**src/rtl/cia_serial_peer.sv**
```systemverilog
// Far-end partner for the CIA SP/CNT serial port: clocks bytes into a CIA in input
// mode (dir=0) or captures bytes a CIA shifts out in output mode (dir=1).
module cia_serial_peer #(
    parameter int HALF_PERIOD = 4,
    parameter int TIMEOUT     = 4096
) (
    input  logic       clk,
    input  logic       res_n,
    input  logic       dir,
    input  logic [7:0] tx_data,
    input  logic       tx_valid,
    output logic       tx_ready,
    output logic [7:0] rx_data,
    output logic       rx_valid,
    output logic       rx_error,
    output logic       busy,
    input  logic       cnt_in,
    input  logic       sp_in,
    output logic       cnt_out,
    output logic       sp_out
);
    localparam int PW = $clog2(HALF_PERIOD);
    localparam int TW = $clog2(TIMEOUT + 1);

    typedef enum logic [1:0] {TX_IDLE, TX_LOW, TX_HIGH} tx_state_t;

    // Idle lines are high, so the synchronisers reset high to avoid a fake edge.
    logic [2:0] cnt_sync, sp_sync;
    logic       cnt_rise;
    assign cnt_rise = cnt_sync[1] & ~cnt_sync[2] & dir;

    tx_state_t     state, state_nx;
    logic [PW-1:0] ph_cnt, ph_cnt_nx;
    logic [2:0]    tx_bits, tx_bits_nx;
    logic [6:0]    tx_shift, tx_shift_nx;
    logic          sp_nx, tx_abort, ready_en, ph_end;

    logic          rise_d, dir_q;
    logic [2:0]    bit_cnt;
    logic [6:0]    rx_shift;
    logic [TW-1:0] tmo_cnt;
    logic [7:0]    rx_byte;
    logic          rx_shift_en, rx_abort, rx_tmo, rx_drop, byte_done;

    assign ph_end   = (ph_cnt == PW'(HALF_PERIOD - 1));
    assign cnt_out  = (state != TX_LOW);
    assign tx_ready = ready_en & (state == TX_IDLE) & ~dir;
    assign busy     = (state != TX_IDLE) | (bit_cnt != 3'd0);

    always_comb begin
        state_nx    = state;
        ph_cnt_nx   = ph_cnt;
        tx_bits_nx  = tx_bits;
        tx_shift_nx = tx_shift;
        sp_nx       = sp_out;
        tx_abort    = 1'b0;
        case (state)
            TX_IDLE: begin
                sp_nx = 1'b1;
                if (tx_valid && tx_ready) begin
                    tx_shift_nx = tx_data[6:0];
                    tx_bits_nx  = 3'd7;
                    ph_cnt_nx   = '0;
                    sp_nx       = tx_data[7];
                    state_nx    = TX_LOW;
                end
            end
            TX_LOW: begin
                if (ph_end) begin
                    ph_cnt_nx = '0;
                    state_nx  = TX_HIGH;
                end else begin
                    ph_cnt_nx = ph_cnt + 1'b1;
                end
            end
            TX_HIGH: begin
                if (ph_end) begin
                    ph_cnt_nx = '0;
                    if (tx_bits == 3'd0) begin
                        state_nx = TX_IDLE;
                        sp_nx    = 1'b1;
                    end else begin
                        tx_bits_nx  = tx_bits - 3'd1;
                        sp_nx       = tx_shift[6];
                        tx_shift_nx = {tx_shift[5:0], 1'b0};
                        state_nx    = TX_LOW;
                    end
                end else begin
                    ph_cnt_nx = ph_cnt + 1'b1;
                end
            end
            default: state_nx = TX_IDLE;
        endcase
        // Host turned the link around mid-byte: release both lines, no retry.
        if (dir && state != TX_IDLE) begin
            state_nx  = TX_IDLE;
            sp_nx     = 1'b1;
            ph_cnt_nx = '0;
            tx_abort  = 1'b1;
        end
    end

    // SP is taken from the third stage so it lines up with the CNT edge sample.
    assign rx_shift_en = rise_d & dir;
    assign rx_byte     = {rx_shift, sp_sync[2]};
    assign rx_abort    = dir_q & ~dir & (bit_cnt != 3'd0);
    assign rx_tmo      = dir & (bit_cnt != 3'd0) & ~cnt_rise & (tmo_cnt == TW'(TIMEOUT - 1));
    assign rx_drop     = rx_abort | rx_tmo;
    assign byte_done   = rx_shift_en & (bit_cnt == 3'd7) & ~rx_drop;

    always_ff @(posedge clk or negedge res_n) begin
        if (!res_n) begin
            cnt_sync <= '1;
            sp_sync  <= '1;
            state    <= TX_IDLE;
            ph_cnt   <= '0;
            tx_bits  <= '0;
            tx_shift <= '0;
            sp_out   <= 1'b1;
            ready_en <= 1'b0;
            rise_d   <= 1'b0;
            dir_q    <= 1'b0;
            bit_cnt  <= '0;
            rx_shift <= '0;
            tmo_cnt  <= '0;
            rx_data  <= 8'h00;
            rx_valid <= 1'b0;
            rx_error <= 1'b0;
        end else begin
            cnt_sync <= {cnt_sync[1:0], cnt_in};
            sp_sync  <= {sp_sync[1:0], sp_in};
            state    <= state_nx;
            ph_cnt   <= ph_cnt_nx;
            tx_bits  <= tx_bits_nx;
            tx_shift <= tx_shift_nx;
            sp_out   <= sp_nx;
            ready_en <= 1'b1;
            rise_d   <= cnt_rise;
            dir_q    <= dir;
            rx_valid <= byte_done & ~tx_abort;
            rx_error <= tx_abort | rx_drop;
            if (rx_drop) begin
                bit_cnt <= '0;
                tmo_cnt <= '0;
            end else begin
                if (rx_shift_en) begin
                    rx_shift <= rx_byte[6:0];
                    bit_cnt  <= bit_cnt + 3'd1;
                    if (bit_cnt == 3'd7) rx_data <= rx_byte;
                end
                if (cnt_rise || bit_cnt == 3'd0) tmo_cnt <= '0;
                else                             tmo_cnt <= tmo_cnt + 1'b1;
            end
        end
    end
endmodule

```
**config.mk**
```make
export PLATFORM = sky130hd
export DESIGN_NAME = cia_serial_peer
export DESIGN_NICKNAME = d
export VERILOG_FILES = /design/src/rtl/cia_serial_peer.sv
export SDC_FILE = /design/constraint.sdc
export NUM_CORES = 1
export LEC_CHECK = 0
export BUFFER_PORTS_ARGS = -buffer_cell sky130_fd_sc_hd__buf_4
export CORE_UTILIZATION = 45
export DETAILED_ROUTE_END_ITERATION = 8
export PLACE_DENSITY_LB_ADDON = 0.12
export SYNTH_ARGS = -nofsm -noshare
export SYNTH_HDL_FRONTEND = slang
export SYNTH_SLANG_ARGS = --single-unit
```
**constraint.sdc**
```tcl
create_clock -name clk -period 4.2 [get_ports clk]
set_clock_uncertainty 0.2 [all_clocks]
set_input_delay 0.21 -clock clk [delete_from_list [all_inputs] [get_ports clk]]
set_output_delay 0.21 -clock clk [all_outputs]
set_load 0.02 [all_outputs]
```
# Word level (Yosys, flattened, before mapping)
# Index checks and enable logic that the tools add are counted.
[classes] reduce_logical=19 n_eq_ne=12 addsub=4 n_mux=28 n_bitwise=21
[ops] op="$mux 13" count=2
[ops] op="$mux 7" count=3
[ops] op="$mux 3" count=5
[ops] op="$mux 2" count=7
[ops] op="$pmux 7 s2" count=1
[ops] op="$add 13x1->13 const B" count=1
[ops] op="$and 1x1->1" count=13
[ops] op="$eq 13x12->1 const B" count=1
[ops] op="$reduce_bool 3->1" count=3
[ops] op="$logic_not 3->1" count=2
[ops] op="$mux 1" count=6
[ops] op="$ne 3x3->1 const B" count=2
[ops] op="$pmux 2 s3" count=1
[ops] op="$pmux 3 s2" count=1
[ops] op="$reduce_and 2->1" count=3
[ops] op="$reduce_and 3->1" count=2
[ops] op="$reduce_bool 2->1" count=3
[ops] op="$not 1->1" count=5
[ops] op="$eq 2x2->1 const B" count=2
[ops] op="$ne 2x1->1 const B" count=2
[ops] op="$ne 2x2->1 const B" count=2
[ops] op="$pmux 2 s2" count=1
[ops] op="$reduce_and 4->1" count=1
[ops] op="$add 3x1->3 const B" count=1
[ops] op="11 further kinds" count=14
[totals] wordCells=100 out_inout_bits=14 inputBits=14 ff_bits=57

# Longest topological paths before layout
[depth] ltp_word=10 depth_mapped=8 ltp_nobuf=6

# Worst setup path after synthesis
# Ideal clock, no wire load.
[synth_timing] kind="register -> register" startpoint="register tmo_cnt[0]" endpoint="register tmo_cnt[10]" synth_period_minus_slack_ns=1.914 setup_slack_ns=2.286 setup_time_ns=0.119 t_required_ns=3.881 stages_incl_launch_ff=7 path_buffers=1 t_arrival_ns=1.596 path_cell_list="dfrtp_1 ha_1 nand4_4 or3_4 o211ai_2 buf_6 nor2_1"
[synth_via] elab_chain_len=4 elab_cells_between_ends=6 classes_between="1 x add/sub; 1 x eq/ne; 2 x mux; 2 x bitwise"
[synth_rtl] element="start: declaration" line_no="41" text="logic [TW-1:0] tmo_cnt;"
[synth_rtl] element="start signal: assignment" line_no="152" text="else tmo_cnt <= tmo_cnt + 1'b1;"
[synth_rtl] element="parallel branches: the longest is 3 deep, another holds $add 13x1->13"
[synth_rtl] element="$mux 13 (*)" line_no="142" text="if (rx_drop) begin"
# Mark *: on every way between the ends.
# A chain may end at the register's enable or synchronous reset.

# Worst setup path after layout
[layout_timing] startpoint="register state[0]" endpoint="register tx_shift[0]"
[layout_via] elab_chain_len=6 elab_cells_between_ends=11 classes_between="4 x eq/ne; 1 x mux; 2 x bitwise; 4 x reduce/logical"
[layout_rtl] element="start: declaration" line_no="32" text="tx_state_t state, state_nx;"
[layout_rtl] element="start signal: assignment" line_no="132" text="state <= state_nx;"
[layout_rtl] element="$logic_not 2->1" line_no="47, 57"
[layout_rtl] element="$and 1x1->1 (2 in series)" line_no="47" text="assign tx_ready = ready_en & (state == TX_IDLE) & ~dir;"
[layout_rtl] element="$logic_and 1x1->1" line_no="60" text="if (tx_valid && tx_ready) begin"
[layout_rtl] element="$ne 2x1->1 (no line)"
[layout_rtl] element="$reduce_and 4->1 (no line)"
[layout_rtl] element="end signal: assignment" line_no="135" text="tx_shift <= tx_shift_nx;"
[layout_rtl] element="end: declaration" line_no="35" text="logic [6:0] tx_shift, tx_shift_nx;"
# Parallel ways exist; a longest one is shown, timed or not.

==> results by group <==
CTS
  – Clock root buffer: clkbuf_8
  – TritonCTS Buffers: 9
  – Clk pin slew, worst setup/hold paths: ~0.060 ns
  – CTS tree: done
  – Clk_lat worst skew: between 0.3 and 0.4 ns
  – Cts repair resizes: 0
  – Post-CTS setup buffer count: 0
  – H-tree levels: 3
  – Clock sink count: between 50 and 60
  – Clock buffer depth: 2

Final layout
  – Area Growth Syn to Fin: 22.0%
  – Layout cells sized above 1: 0.257
  – Final #Nets: 300
  – ANT cells: 0
  – Final Non-Filler Cells: around 350

Critical path
  – Critical path arrival: between 2 and 3 ns
  – CP required: between 4 and 5 ns
  – Launch point of the worst reg-to-reg path: state[0]
  – CP peak stage delay: about 0.75 ns
  – R2R cell count: 5
  – R2R setup slack: 1.55 ns
  – Reg-to-reg endpoint: tx_shift[0]
  – Crit path max fanout: 15
  – Crit start category: flip-flop
  – Crit path max-delay cell type: a221oi_2
  – Worst Setup End Kind: flip-flop
  – Critical-path cell list: inv_1 -> ha_1 -> mux2i_1 -> a221oi_2 -> o21ai_0
  – Setup CP Type: reg -> reg

Job
  – Max-Cap Viols: 0

Logic synthesis
  – Cell area after synthesis: roughly 0.0026 mm2
  – Synth Register Bits: 57
  – Post-synth top area share: 0.478
  – Ys async rst share: 1.00
  – Synth Warn #: 0
  – Synth top area cells: dfrtp_1 (48%), dfstp_2 (7.0%), mux2_2 (6.9%)
  – Syn nets: between 200 and 300
  – Post-synthesis average cell area: ~11 um2
  – Count of flip-flops with a built-in enable after synthesis: 0
  – Yosys top cell by area: dfrtp_1
  – Post-synth cell types: 38
  – Syn Inst Count: around 230
  – Register area share after synthesis: 0.549
  – Ys flop type: dfrtp_1

Global route
  – First-pass GRT wire length: 7780 um
  – Remaining Overflow, GRT: 0
  – Tot GR Track Use: 0.170
  – Vias in the first global route: around 1.7k
  – Antenna violations before repair: 0
  – Largest net degree at the start of global routing: 58

Min path
  – HP Class: in -> reg
  – Hold-critical path depth: 5
  – Hold Path Origin: tx_data[7]
  – Hold worst-path end: sp_out

Routing
  – Final WL: 4570 um
  – Drc violations: 0
  – Via count: 1736
  – Pre-Repair DR Iteration Count: 4
  – Wirelength per Cell: about 13 um
  – Avg Vias per Cell: roughly 4.9
  – DR iter-0 viols: 65
  – Routed Antenna Nets: 0

Place
  – Placed Cells: about 320
  – GP Congestion: ~0.74
  – Port buffer count: 27
  – DP HPWL: just under 3000 um

STA
  – Setup tns final: 0 ns
  – Setup violations, final: 0
  – Worst Max-Slew Pin Slew: 0.941 ns
  – Tcrit/Tclk final: 0.632
  – Slew Viols, Final: 0
  – Max-slew headroom: 0.373
  – Unrepaired setup endpoints after global routing: no
  – Peak Freq: approximately 380 MHz
  – Final Hold Slack: 0.111 ns
  – Minimum clock period: ~2.7 ns
  – Endpoints failing hold: 0

Floorplan
  – Die H: 78.2 um
  – Core area: 0.00554 mm2
  – Initial Utilization: 0.472
  – Die Wd: 78.2 um
  – Die area: roughly 0.0061 mm2
  – Row cnt: 27
  – Top-Level Pins: 28

Status
  – Status: finished, final reports clean

Pwr
  – Leakage: approximately 1.5 nW
  – PD cells: between 500 and 600 mW/mm2
  – VDD IR-drop max: about 290 uV
## metal layers
metal / vias to the layer above / track usage / share of wire
li1: 873 / - / -
met1: 823 / 0.205 / 0.47
met2: 33 / 0.268 / 0.47
met3: 7 / 0.0709 / 0.047
met4: 0 / 0.0704 / 0.017
met5: - / 0 / 0
## power breakdown
part           internal, mW  switching, mW
logic                 0.214          0.303
clock network         0.288          0.218
registers             0.659         0.0664
total                  1.16          0.588
## cell usage after synthesis (2+ instances only)
| master | count |
|---|---|
| dfrtp_1 | 50 |
| nor2_1 | 31 |
| a21oi_1 | 16 |
| mux2_2 | 16 |
| nand3_1 | 16 |
| inv_1 | 13 |
| ha_1 | 11 |
| nand2_1 | 9 |
| xnor2_1 | 9 |
| mux2i_1 | 8 |
| dfstp_2 | 7 |
| nand2b_1 | 6 |
| buf_2 | 3 |
| nor2b_1 | 3 |
| nor3_1 | 3 |
| a21oi_2 | 2 |
| and3b_1 | 2 |
| nand3b_1 | 2 |
| nor4_1 | 2 |
| o211ai_1 | 2 |
| o21ai_0 | 2 |
| xor2_1 | 2 |
## cell usage in the layout (no fill, tap or decap), drive strengths merged, types with 3 or more instances in the layout
| cell | count |
|---|---|
| a21oi | 18 |
| ha | 11 |
| dfstp | 7 |
| nor2b | 3 |
| inv | 13 |
| o211ai | 3 |
| nor3 | 4 |
| nand2 | 9 |
| mux2 | 16 |
| nand2b | 6 |
| mux2i | 8 |
| clkbuf | 11 |
| xnor2 | 9 |
| nand3 | 16 |
| dlygate4sd3 | 12 |
| dfrtp | 50 |
| nor2 | 31 |
| buf | 27 |
## registers in the layout, indices dropped and copies added, names as in the netlist
name and flops:
sp_sync 3, dir_q 1, bit_cnt 3, sp_out 1, cnt_sync 3, rx_valid 1
tx_bits 3, tmo_cnt 13, state 2, rx_error 1, tx_shift 7, ready_en 1
rx_shift 7, rx_data 8, ph_cnt 2, rise_d 1
## how the worst max path moves through the flow
stage,cells past startpoint,to,startpoint
floorplan,6,tmo_cnt[10],tmo_cnt[0]
global placement,5,tx_shift[0],state[0]
detailed placement,5,tx_shift[0],state[0]
CTS,5,tx_shift[0],state[0]
global route,6,tx_shift[5],state[0]
finish,5,tx_shift[0],state[0]
## stage by stage
stage | utilization | setup slack (ns) | total power, mW | cell area [um2]
global placement | 0.519 | 1.62 | 1.24 | 2870
finish | 0.576 | 1.55 | 1.75 | 3190
global route | 0.576 | 1.20 | 1.88 | 3190
CTS | 0.576 | 1.53 | 1.77 | 3190
floorplan | - | 2.29 | 1.12 | 2620
detailed placement | 0.519 | 1.57 | 1.25 | 2870
## cell families after synthesis
logic type,count (synthesis),share of synthesized area
AO/OA/AOI/OAI,27,0.0660
AND/OR/NAND/NOR,81,0.163
adder cells (fa/ha/maj),11,0.0526
buffers and inverters,19,0.0316
multiplexers,24,0.0995
XOR/XNOR,11,0.0368
other,1,0.00143
flip-flops,57,0.549
## area by class of cell
class | count | area, um2
Fill cell | 510 | 2350
Timing Repair Buffer | 39 | 323
Clock buffer | 11 | 141
Clock inverter | 5 | 55.1
Inverter | 13 | 48.8
Sequential cell | 57 | 1440
Multi-Input combinational cell | 155 | 1100
Tap cell | 72 | 90.1
## what timing repair did
item,in CTS,in global routing
setup endpoints to repair,0,0
hold buffers,12,0
hold endpoints to repair,62,0
## critical path: cells and delay by family (launching register included)
family	cells	cell delay (ns)
AOI/OAI and AO/OA	2	0.92
adders and majority gates	1	0.60
DFF	1	0.41
muxes	1	0.27
buffers and inverters	1	0.10
Power figures use the tool's default switching activity.
